**src/rtl/acc_mult_arbiter.sv**
```systemverilog
// acc_mult_arbiter: round-robin front end sharing one combinational
// multiply-accumulate unit between two requesters. Operands are latched onto
// the unit, held for SETTLE cycles, and the result returns tagged with the
// requester id over a valid/ready response channel.
module acc_mult_arbiter #(
  parameter int WIDTH1 = 8,
  parameter int WIDTH2 = 8,
  parameter int SETTLE = 2,
  parameter int CNT_W  = 16
) (
  input  logic                     clk,
  input  logic                     rst,
  input  logic                     req0_valid,
  output logic                     req0_ready,
  input  logic [WIDTH1-1:0]        req0_a,
  input  logic [WIDTH2-1:0]        req0_b,
  input  logic                     req0_cin,
  input  logic                     req1_valid,
  output logic                     req1_ready,
  input  logic [WIDTH1-1:0]        req1_a,
  input  logic [WIDTH2-1:0]        req1_b,
  input  logic                     req1_cin,
  output logic [WIDTH1-1:0]        unit_a,
  output logic [WIDTH2-1:0]        unit_b,
  output logic                     unit_cin,
  input  logic [WIDTH1+WIDTH2-1:0] unit_sum,
  output logic                     rsp_valid,
  input  logic                     rsp_ready,
  output logic                     rsp_id,
  output logic [WIDTH1+WIDTH2-1:0] rsp_sum,
  output logic                     busy,
  output logic [CNT_W-1:0]         op_count
);

  localparam logic [1:0] IDLE = 2'd0;
  localparam logic [1:0] WAIT = 2'd1;
  localparam logic [1:0] RESP = 2'd2;

  // Settle counter only needs to hold SETTLE-1.
  localparam int SW = (SETTLE > 1) ? $clog2(SETTLE) : 1;
  localparam logic [SW-1:0] SETTLE_LOAD = SW'(SETTLE - 1);

  logic [1:0]    state;
  logic          ptr;
  logic [SW-1:0] settle_cnt;
  logic          grant0;
  logic          grant1;
  logic          accept;

  // Arbitration: a lone requester always wins; on contention ptr decides.
  always_comb begin
    grant0 = req0_valid && (!req1_valid || !ptr);
    grant1 = req1_valid && (!req0_valid ||  ptr);
  end

  // NOTE: ready is gated by rst as well as state; state already reads IDLE
  // while reset is held, so without the gate a valid could see ready=1.
  assign req0_ready = !rst && (state == IDLE) && grant0;
  assign req1_ready = !rst && (state == IDLE) && grant1;
  assign accept     = req0_ready || req1_ready;
  assign busy       = (state != IDLE);

  // Control FSM, operand registers, response registers and counters.
  // NOTE: every register here uses non-blocking assignment so all of them
  // update from the same pre-edge values regardless of statement order.
  always_ff @(posedge clk or posedge rst) begin
    if (rst) begin
      state      <= IDLE;
      ptr        <= 1'b0;
      settle_cnt <= '0;
      unit_a     <= '0;
      unit_b     <= '0;
      unit_cin   <= 1'b0;
      rsp_valid  <= 1'b0;
      rsp_id     <= 1'b0;
      rsp_sum    <= '0;
      op_count   <= '0;
    end else begin
      case (state)
        IDLE: begin
          if (accept) begin
            unit_a     <= grant0 ? req0_a   : req1_a;
            unit_b     <= grant0 ? req0_b   : req1_b;
            unit_cin   <= grant0 ? req0_cin : req1_cin;
            rsp_id     <= grant1;
            ptr        <= grant0;   // hand priority to the other requester
            settle_cnt <= SETTLE_LOAD;
            state      <= WAIT;
          end
        end
        WAIT: begin
          if (settle_cnt == '0) begin
            rsp_sum   <= unit_sum;
            rsp_valid <= 1'b1;
            state     <= RESP;
          end else begin
            settle_cnt <= settle_cnt - 1'b1;
          end
        end
        RESP: begin
          if (rsp_ready) begin
            rsp_valid <= 1'b0;
            op_count  <= op_count + 1'b1;
            state     <= IDLE;
          end
        end
        default: state <= IDLE;
      endcase
    end
  end

endmodule
```
**config.mk**
```make
export PLATFORM = sky130hd
export DESIGN_NAME = acc_mult_arbiter
export DESIGN_NICKNAME = d
export VERILOG_FILES = /design/src/rtl/acc_mult_arbiter.sv
export SDC_FILE = /design/constraint.sdc
export NUM_CORES = 1
export LEC_CHECK = 0
export BUFFER_PORTS_ARGS = -buffer_cell sky130_fd_sc_hd__buf_2
export CORE_AREA = 4 4 87 89
export CTS_BUF_LIST = sky130_fd_sc_hd__clkbuf_4
export DETAILED_ROUTE_END_ITERATION = 6
export DIE_AREA = 0 0 91 93
export SLEW_MARGIN = 15
export SYNTH_ARGS = -nofsm -noshare
export SYNTH_HDL_FRONTEND = slang
export SYNTH_SLANG_ARGS = --single-unit
```
**constraint.sdc**
```tcl
create_clock -name clk -period 4.44 [get_ports clk]
set_input_delay 0.444 -clock clk [delete_from_list [all_inputs] [get_ports clk]]
set_output_delay 0.444 -clock clk [all_outputs]
set_load 0.05 [all_outputs]
```
# Yosys cells after proc, flatten, opt, wreduce, memory -nomap -nowiden
# Cells that the tools add are included.
dict set report totals {
  in_bits 55
  out_inout_bits 54
  reg_bits 55
}
dict set report classes {
  muxes 13
  n_addsub 2
  bitwise 1
  reduce_logical 22
  n_eq_ne 5
}
# operator n
set ops {}
lappend ops {{16-bit by 1-bit adder with 16-bit output, second input constant} 1}
lappend ops {{8-bit two-way mux} 2}
lappend ops {{2-bit AND reduction} 4}
lappend ops {{2-bit two-way mux} 3}
lappend ops {{2-bit inequality test, second input constant} 3}
lappend ops {{2-bit one-hot mux with 3 select lines} 1}
lappend ops {{3-bit AND reduction} 2}
lappend ops {{2-bit nonzero test} 3}
lappend ops {{1-bit logical AND} 5}
lappend ops {{1-bit two-way mux} 5}
lappend ops {{1-bit logical NOT} 4}
lappend ops {{1-bit one-hot mux with 2 select lines} 2}
lappend ops {{1-bit logical OR} 3}
lappend ops {{2-bit by 1-bit == test with 1-bit output, second input constant} 1}
lappend ops {{2-bit == test, second input constant} 1}
lappend ops {{2-bit logical NOT} 1}
lappend ops {{1-bit NOT} 1}
lappend ops {{1-bit subtractor, second input constant} 1}

# Depth between registers and ports, before layout
# Gate-level depths: netlist of the first run.
dict set report logic_depth {
  ltp_word 7
  ltp_mapped 6
}

# Least setup slack after synthesis of the first run
# No wires, ideal clock.
dict set report synth_timing {
  path_type {register -> output}
  from {register state[1]}
  to {output port req1_ready}
  stages_incl_launch_ff 4
  t_arrival_ns 1.557
  required_time_ns 3.996
  path_slack_ns 2.439
  n_path_buf 0
  cell_sequence {dfrtp_1 -> nor3_4 -> nand2_1 -> a21oi_1}
}
dict set report synth_between {
  elab_chain_cells 3
}
# item line_no
set synth_rtl {}
lappend synth_rtl {{start, declared} 43} ;# logic [1:0] state;
lappend synth_rtl {{start signal, assigned} 68} ;# state <= IDLE;
lappend synth_rtl {{start signal, assigned} 88} ;# state <= WAIT;
lappend synth_rtl {{start signal, assigned} 95} ;# state <= RESP;
lappend synth_rtl {{2-bit logical NOT} 59} ;# assign req1_ready = !rst && (state == IDLE) && grant1;
lappend synth_rtl {{1-bit logical AND (2 in a row)} 59}
lappend synth_rtl {{end, declared} 19} ;# output logic req1_ready,
# No other way between the ends.

# Worst setup path in the final report of the first run
dict set report layout_timing {
  from {register ptr}
  to {output port req0_ready}
}
dict set report layout_between {
  elab_chain_cells 4
}
# item line_no
set layout_rtl {}
lappend layout_rtl {{start, declared} 44} ;# logic ptr;
lappend layout_rtl {{start signal, assigned} 86} ;# ptr <= grant0;
lappend layout_rtl {{1-bit logical NOT} 52} ;# grant0 = req0_valid && (!req1_valid || !ptr);
lappend layout_rtl {{1-bit logical OR} 52}
lappend layout_rtl {{1-bit logical AND} 52}
lappend layout_rtl {{1-bit logical AND} 58} ;# assign req0_ready = !rst && (state == IDLE) && grant0;
lappend layout_rtl {{end, declared} 14} ;# output logic req0_ready,
# No other way between the ends.

==> results.sh, run 1 <==
export IMPL_drt_pass1_iter_count=4
export IMPL_cp_top_family="buffers and inverters"
export IMPL_end_kind="output pin"
export IMPL_cts_path_max_buffers=2
export IMPL_core_um2=6760
export IMPL_viasPerCell=4.56
export IMPL_p_leak_nw=1.55
export IMPL_yosysTopAreaCellShare_pct=54.6
export IMPL_crit_start="ptr"
export IMPL_postSynthAreaPerCell_um2=12.7
export IMPL_hpwl_um=3940
export IMPL_finalHoldViolCount=0
export IMPL_synthCells=198
export IMPL_dp_cells=382
export IMPL_port_buffers=108
export IMPL_worst_path_buf_inv=2
export IMPL_grt_ovfl_total=0
export IMPL_ir_drop_mv=0.312
export IMPL_yosysUniqueCellTypes=33
export IMPL_ff_latch_area_um2=1380
export IMPL_drive_above_1_share_pct=50.3
export IMPL_place_congestion=0.731
export IMPL_die_x_um=91
export IMPL_cts_tree="done"
export IMPL_power_density_nw_per_um2=752
export IMPL_placed_cell_area_um2=3090
export IMPL_maxCapViolCount=0
export IMPL_synth_edf_count=0
export IMPL_whs_ns=0.0342
export IMPL_cts_setup_buffers=0
export IMPL_layout_worst_path_cycle_share_pct=49.9
export IMPL_ios=109
export IMPL_nets=365
export IMPL_fin_area_um2=3150
export IMPL_area_delta_synth_final_pct=24.9
export IMPL_drt_iter0_markers=40
export IMPL_ctsResizeCount=0
export IMPL_period_needed_ns=2.22
export IMPL_cp_arrival_ns=1.77
export IMPL_rows=30
export IMPL_rsz0062_at_grt="false"
export IMPL_vias=1780
export IMPL_setup_viol=0
export IMPL_slew_violations=0
export IMPL_ys_flop_type="dfrtp_1"
export IMPL_cts_sinks=55
export IMPL_crit_chain="a21boi_2, buf_4, and2_1, buf_2"
export IMPL_netlist_area_um2=2520
export IMPL_synthTopCellsByArea="dfrtp_1 55%, mux2i_1 6.7%, mux2_4 5.4%, xnor2_1 4.9%, a21oi_2 3.8%"
export IMPL_synth_fp_nets=254
export IMPL_cts_clk_slew_worst_paths_ns=0.16
export IMPL_initial_core_util_pct=37.3
export IMPL_final_cells=390
export IMPL_ys_seq_area_share_pct=54.6
export IMPL_worst_pin_slew_ns=1.05
export IMPL_slew_limit_headroom_pct=30.1
export IMPL_setup_tns_ns=0
export IMPL_reg2reg_depth=5
export IMPL_ant_nets=0
export IMPL_antenna_found_initial=0
export IMPL_synth_top_cell_by_area="dfrtp_1"
export IMPL_critPathRequiredTime_ns=4.00
export IMPL_slowest_stage="dfrtp_1"
export IMPL_r2r_start="state[1]"
export IMPL_hold_buffers=0
export IMPL_grt_max_degree=40
export IMPL_outcome="completed"
export IMPL_wirelength_um=5170
export IMPL_grt_pass1_wl_um=8670
export IMPL_cp_num_cells=4
export IMPL_crit_type="flop to output pin"
export IMPL_drc=0
export IMPL_power_mw=2.37
export IMPL_fmax_mhz=451
export IMPL_cp_start_kind="flop"
export IMPL_wl_per_cell_um=13.3
export IMPL_r2r_setup_slack_ns=2.23
export IMPL_async_reset_ff_share_pct=100
export IMPL_multi_input_area_um2=1030
export IMPL_cts_made_buffers=5
export IMPL_grt_pass1_vias=1779
export IMPL_reg2reg_to="unit_a[2]"
export IMPL_dieArea_um2=8460
export IMPL_cp_slowest_stage_delay_ns=0.45
export IMPL_grt_usage_pct=12.7
export IMPL_diodes=0
export IMPL_h_tree_depth=2
export IMPL_cp_max_fo=18
export IMPL_fillerInstances=645
export IMPL_clock_root_buffer="clkbuf_4"
export IMPL_die_h_um=93
export IMPL_fin_skew_ns=0.0154
export IMPL_yosys_warnings=0
export IMPL_worst_skew_pair_late_latency_ns=0.37
export IMPL_hold_class="primary input to async pin"
export IMPL_endpoint="req0_ready"
export IMPL_ys_ff_latch=55
-- cells in the mapped netlist, types with 2 or more instances --
cell type / n
dfrtp_1: 55
nor2_1: 20
mux2i_1: 17
xnor2_1: 14
a21oi_2: 11
a21oi_1: 10
nand2_1: 10
mux2_4: 9
mux2_2: 7
nand3_1: 7
inv_1: 5
nand4_1: 5
buf_12: 3
buf_4: 2
buf_6: 2
nor2_2: 2
o21a_1: 2
o21ai_0: 2
-- registers in the layout, summed over array words and instances, names as in the netlist, 2 cells and up --
name      cells
op_count     16
rsp_sum      16
unit_a        8
unit_b        8
state         2
-- through the flow --
| stage | utilization, % | setup WS (ns) |
|---|---|---|
| detailed placement | 45.8 | 2.25 |
| CTS | 46.6 | 2.17 |
| global route | 46.6 | 2.02 |
| floorplan | - | 2.44 |
| global placement | 45.8 | 2.28 |
| finish | 46.6 | 2.22 |
-- logic make-up after synthesis --
| kind of cell | Yosys count | synth area share, % |
|---|---|---|
| flops | 55 | 54.6 |
| simple gates | 53 | 11.9 |
| mux | 33 | 15.2 |
| compound gates | 29 | 7.99 |
| xor+xnor | 15 | 5.21 |
| buf+inv | 12 | 4.61 |
| fa+ha+maj | 1 | 0.496 |
-- layer usage --
layer | track usage (%) | vias up | share of wire, %
met1 | 15.7 | 817 | 43
li1 | - | 895 | -
met5 | 0 | - | 0
met4 | 4.90 | 0 | 1.6
met2 | 21.9 | 61 | 49
met3 | 2.41 | 7 | 5.6
-- how the worst min path moves through the flow --
stage          slack [ns]    startpoint            to
6_report             0.03           rst   rsp_sum[12]
5_1_grt              0.05           rst    rsp_sum[1]
4_1_cts              0.03           rst    rsp_sum[7]
3_5_place_dp         0.46  op_count[15]  op_count[15]
3_3_place_gp         0.46           rst           ptr
2_1_floorplan        0.48           ptr           ptr
-- worst reg2reg max path, cell delays in order (launching register included) --
cell and delay (ns):
dfrtp_1 0.51, nor3_4 0.30, o21a_1 0.87, buf_4 0.32, nor2_1 0.06, a21oi_2 0.09
-- final cells by class --
| class | count | area share, % |
|---|---|---|
| Multi-Input combinational cell | 131 | 32.8 |
| Inverter | 5 | 0.596 |
| Clock inverter | 2 | 0.397 |
| Clock buffer | 6 | 1.43 |
| Sequential cell | 55 | 43.7 |
| Timing Repair Buffer | 111 | 17.9 |
| Tap cell | 80 | 3.18 |
-- cells in the final DEF, fill, tap and decap left out, types with 2 or more instances in the layout --
cell type  count
o21ai_0        2
dfrtp_1       55
a21oi_1       10
nand2_1       10
nand3_1        7
xnor2_1       14
mux2i_1       17
inv_1          4
mux2_2         7
mux2_4         9
nor2_2         2
nor2_1        20
a21oi_2       11
buf_4          3
clkbuf_4       6
buf_2        108
o21a_1         2
nand4_1        5
-- power breakdown --
part / switching [mW] / internal, mW / leakage (nW)
sequential: 0.134 / 0.689 / 0.661
combinational: 0.937 / 0.388 / 0.859
clock: 0.153 / 0.0680 / 0.0333
(Power assumes the default switching activity.)
==> inputs of run 2 (changes only) <==
==> constraint.sdc (replaced) <==
create_clock -name clk -period 2.3 [get_ports clk]
set_input_delay 0.23 -clock clk [delete_from_list [all_inputs] [get_ports clk]]
set_output_delay 0.23 -clock clk [all_outputs]
set_load 0.05 [all_outputs]
==> run 2 against run 1 <==
Effect of this change: worst setup slack worse by 1.9 ns; combinational power is 92% higher; clock power is 90% higher; clock skew down 0.0032 ns; core utilization rose by 0.52 points; die area is the same; routed wire length rose by 0.83%; power increased by 93%; cell area is 1.1% higher; largest cell class unchanged.
==> results.sh, run 2 (synthesis gave the netlist of run 1 again) <==
export IMPL_critPathRequiredTime_ns=2.07
export IMPL_cp_max_fo=7
export IMPL_grt_util_met2_pct=21.8
export IMPL_crit_start="state[1]"
export IMPL_drt_pass1_iter_count=3
export IMPL_fmax_mhz=518
export IMPL_grt_usage_pct=12.9
export IMPL_ant_nets=0
export IMPL_top_usage_layer="met2"
export IMPL_ios=109
export IMPL_crit_type="flop to output pin"
export IMPL_largest_registers="op_count: 16 flops, rsp_sum: 16 flops"
export IMPL_rows=30
export IMPL_clock_root_buffer="clkbuf_4"
export IMPL_antenna_found_initial=0
export IMPL_cp_start_kind="flop"
export IMPL_area_delta_synth_final_pct=26.2
export IMPL_cp_arrival_ns=1.70
export IMPL_met1_usage_pct=16.1
export IMPL_r2r_start="state[1]"
export IMPL_power_mw=4.57
export IMPL_grt_ovfl_total=0
export IMPL_reg2reg_depth=5
export IMPL_vias=1782
export IMPL_worst_pin_slew_ns=0.461
export IMPL_grt_use_met3_pct=3.22
export IMPL_power_density_nw_per_um2=1430
export IMPL_mostFrequentLayoutCell="buf_2"
export IMPL_viasPerCell=4.56
export IMPL_layout_worst_path_cycle_share_pct=84.0
export IMPL_hold_buffers=1
export IMPL_outcome="completed"
export IMPL_worst_skew_pair_late_latency_ns=0.36
export IMPL_hpwl_um=3960
export IMPL_finalHoldViolCount=0
export IMPL_endpoint="req1_ready"
export IMPL_slew_violations=0
export IMPL_final_cell_mix="108 x buf_2, 55 x dfrtp_1, 20 x nor2_1, 17 x mux2i_1, 14 x xnor2_1"
export IMPL_fin_util_pct=47.1
export IMPL_nets=366
export IMPL_port_buffers=108
export IMPL_grt_pass1_vias=1758
export IMPL_wl_per_cell_um=13.3
export IMPL_cts_clk_slew_worst_paths_ns=0.15
export IMPL_initial_core_util_pct=37.3
export IMPL_end_kind="output pin"
export IMPL_cts_made_buffers=5
export IMPL_diodes=0
export IMPL_wirelength_um=5210
export IMPL_ir_drop_mv=0.572
export IMPL_h_tree_depth=2
export IMPL_reg2reg_to="unit_a[2]"
export IMPL_ctsResizeCount=0
export IMPL_dieArea_um2=8460
export IMPL_slew_limit_headroom_pct=69.1
export IMPL_cts_sinks=55
export IMPL_p_leak_nw=1.56
export IMPL_drive_above_1_share_pct=50.5
export IMPL_r2r_setup_slack_ns=0.68
export IMPL_fin_skew_ns=0.0123
export IMPL_drt_iter0_markers=31
export IMPL_die_x_um=91
export IMPL_cts_setup_buffers=0
export IMPL_cts_tree="done"
export IMPL_period_needed_ns=1.93
export IMPL_grt_pass1_wl_um=8730
export IMPL_setup_viol=0
export IMPL_die_h_um=93
export IMPL_drc=0
export IMPL_rsz0062_at_grt="false"
export IMPL_setup_tns_ns=0
export IMPL_cts_path_max_buffers=2
export IMPL_place_congestion=0.739
export IMPL_fillerInstances=664
export IMPL_grt_max_degree=38
export IMPL_core_um2=6760
export IMPL_hold_class="primary input to flop"
export IMPL_maxCapViolCount=0
[run 2: report_power, final]
| group | switching [mW] | internal, mW |
|---|---|---|
| logic | 1.80 | 0.758 |
| registers | 0.256 | 1.33 |
| clock network | 0.288 | 0.131 |
| total | 2.35 | 2.22 |
[run 2: per-stage QoR]
stage | hold slack, ns | cells | cell area (um2) | setup WS (ns)
after detailed placement | 0.296 | 382 | 3120 | 0.683
after global placement | 0.294 | 382 | 3120 | 0.721
after floorplan | 0.327 | 198 | 2520 | 0.513
after global routing | 0.0462 | 391 | 3180 | 0.212
after CTS | 0.0535 | 391 | 3180 | 0.331
final | 0.0798 | 391 | 3180 | 0.369
[run 2: worst max-delay path: stages (launching register included)]
cell	delay, ns
dfrtp_1	0.52
nor3_4	0.32
nand2_1	0.09
a21oi_1	0.12
buf_2	0.29
[run 2: routing by layer]
layer  vias up  wire length [um]
met4         0                81
met2        59              2590
met5         -                 0
met1       815              2220
met3         8               320
li1        900                 -
[run 2: cell type report]
cell class	count	area (um2)	area share (%)
clock buffers	6	45.0	1.41
clock inverters	2	12.5	0.393
inverters	5	18.8	0.589
multi-input cells	131	1030	32.5
flip-flops and latches	55	1380	43.2
well taps	80	100	3.14
repair buffers	112	598	18.8
[run 2: worst min path at each step]
stage | startpoint | end | slack [ns] | cells after the start
global placement | rst | ptr | 0.29 | 2
finish | unit_sum[6] | rsp_sum[6] | 0.08 | 2
CTS | unit_sum[12] | rsp_sum[12] | 0.05 | 2
floorplan | req1_valid | ptr | 0.33 | 1
detailed placement | rst | settle_cnt | 0.30 | 2
global route | unit_sum[2] | rsp_sum[2] | 0.05 | 2
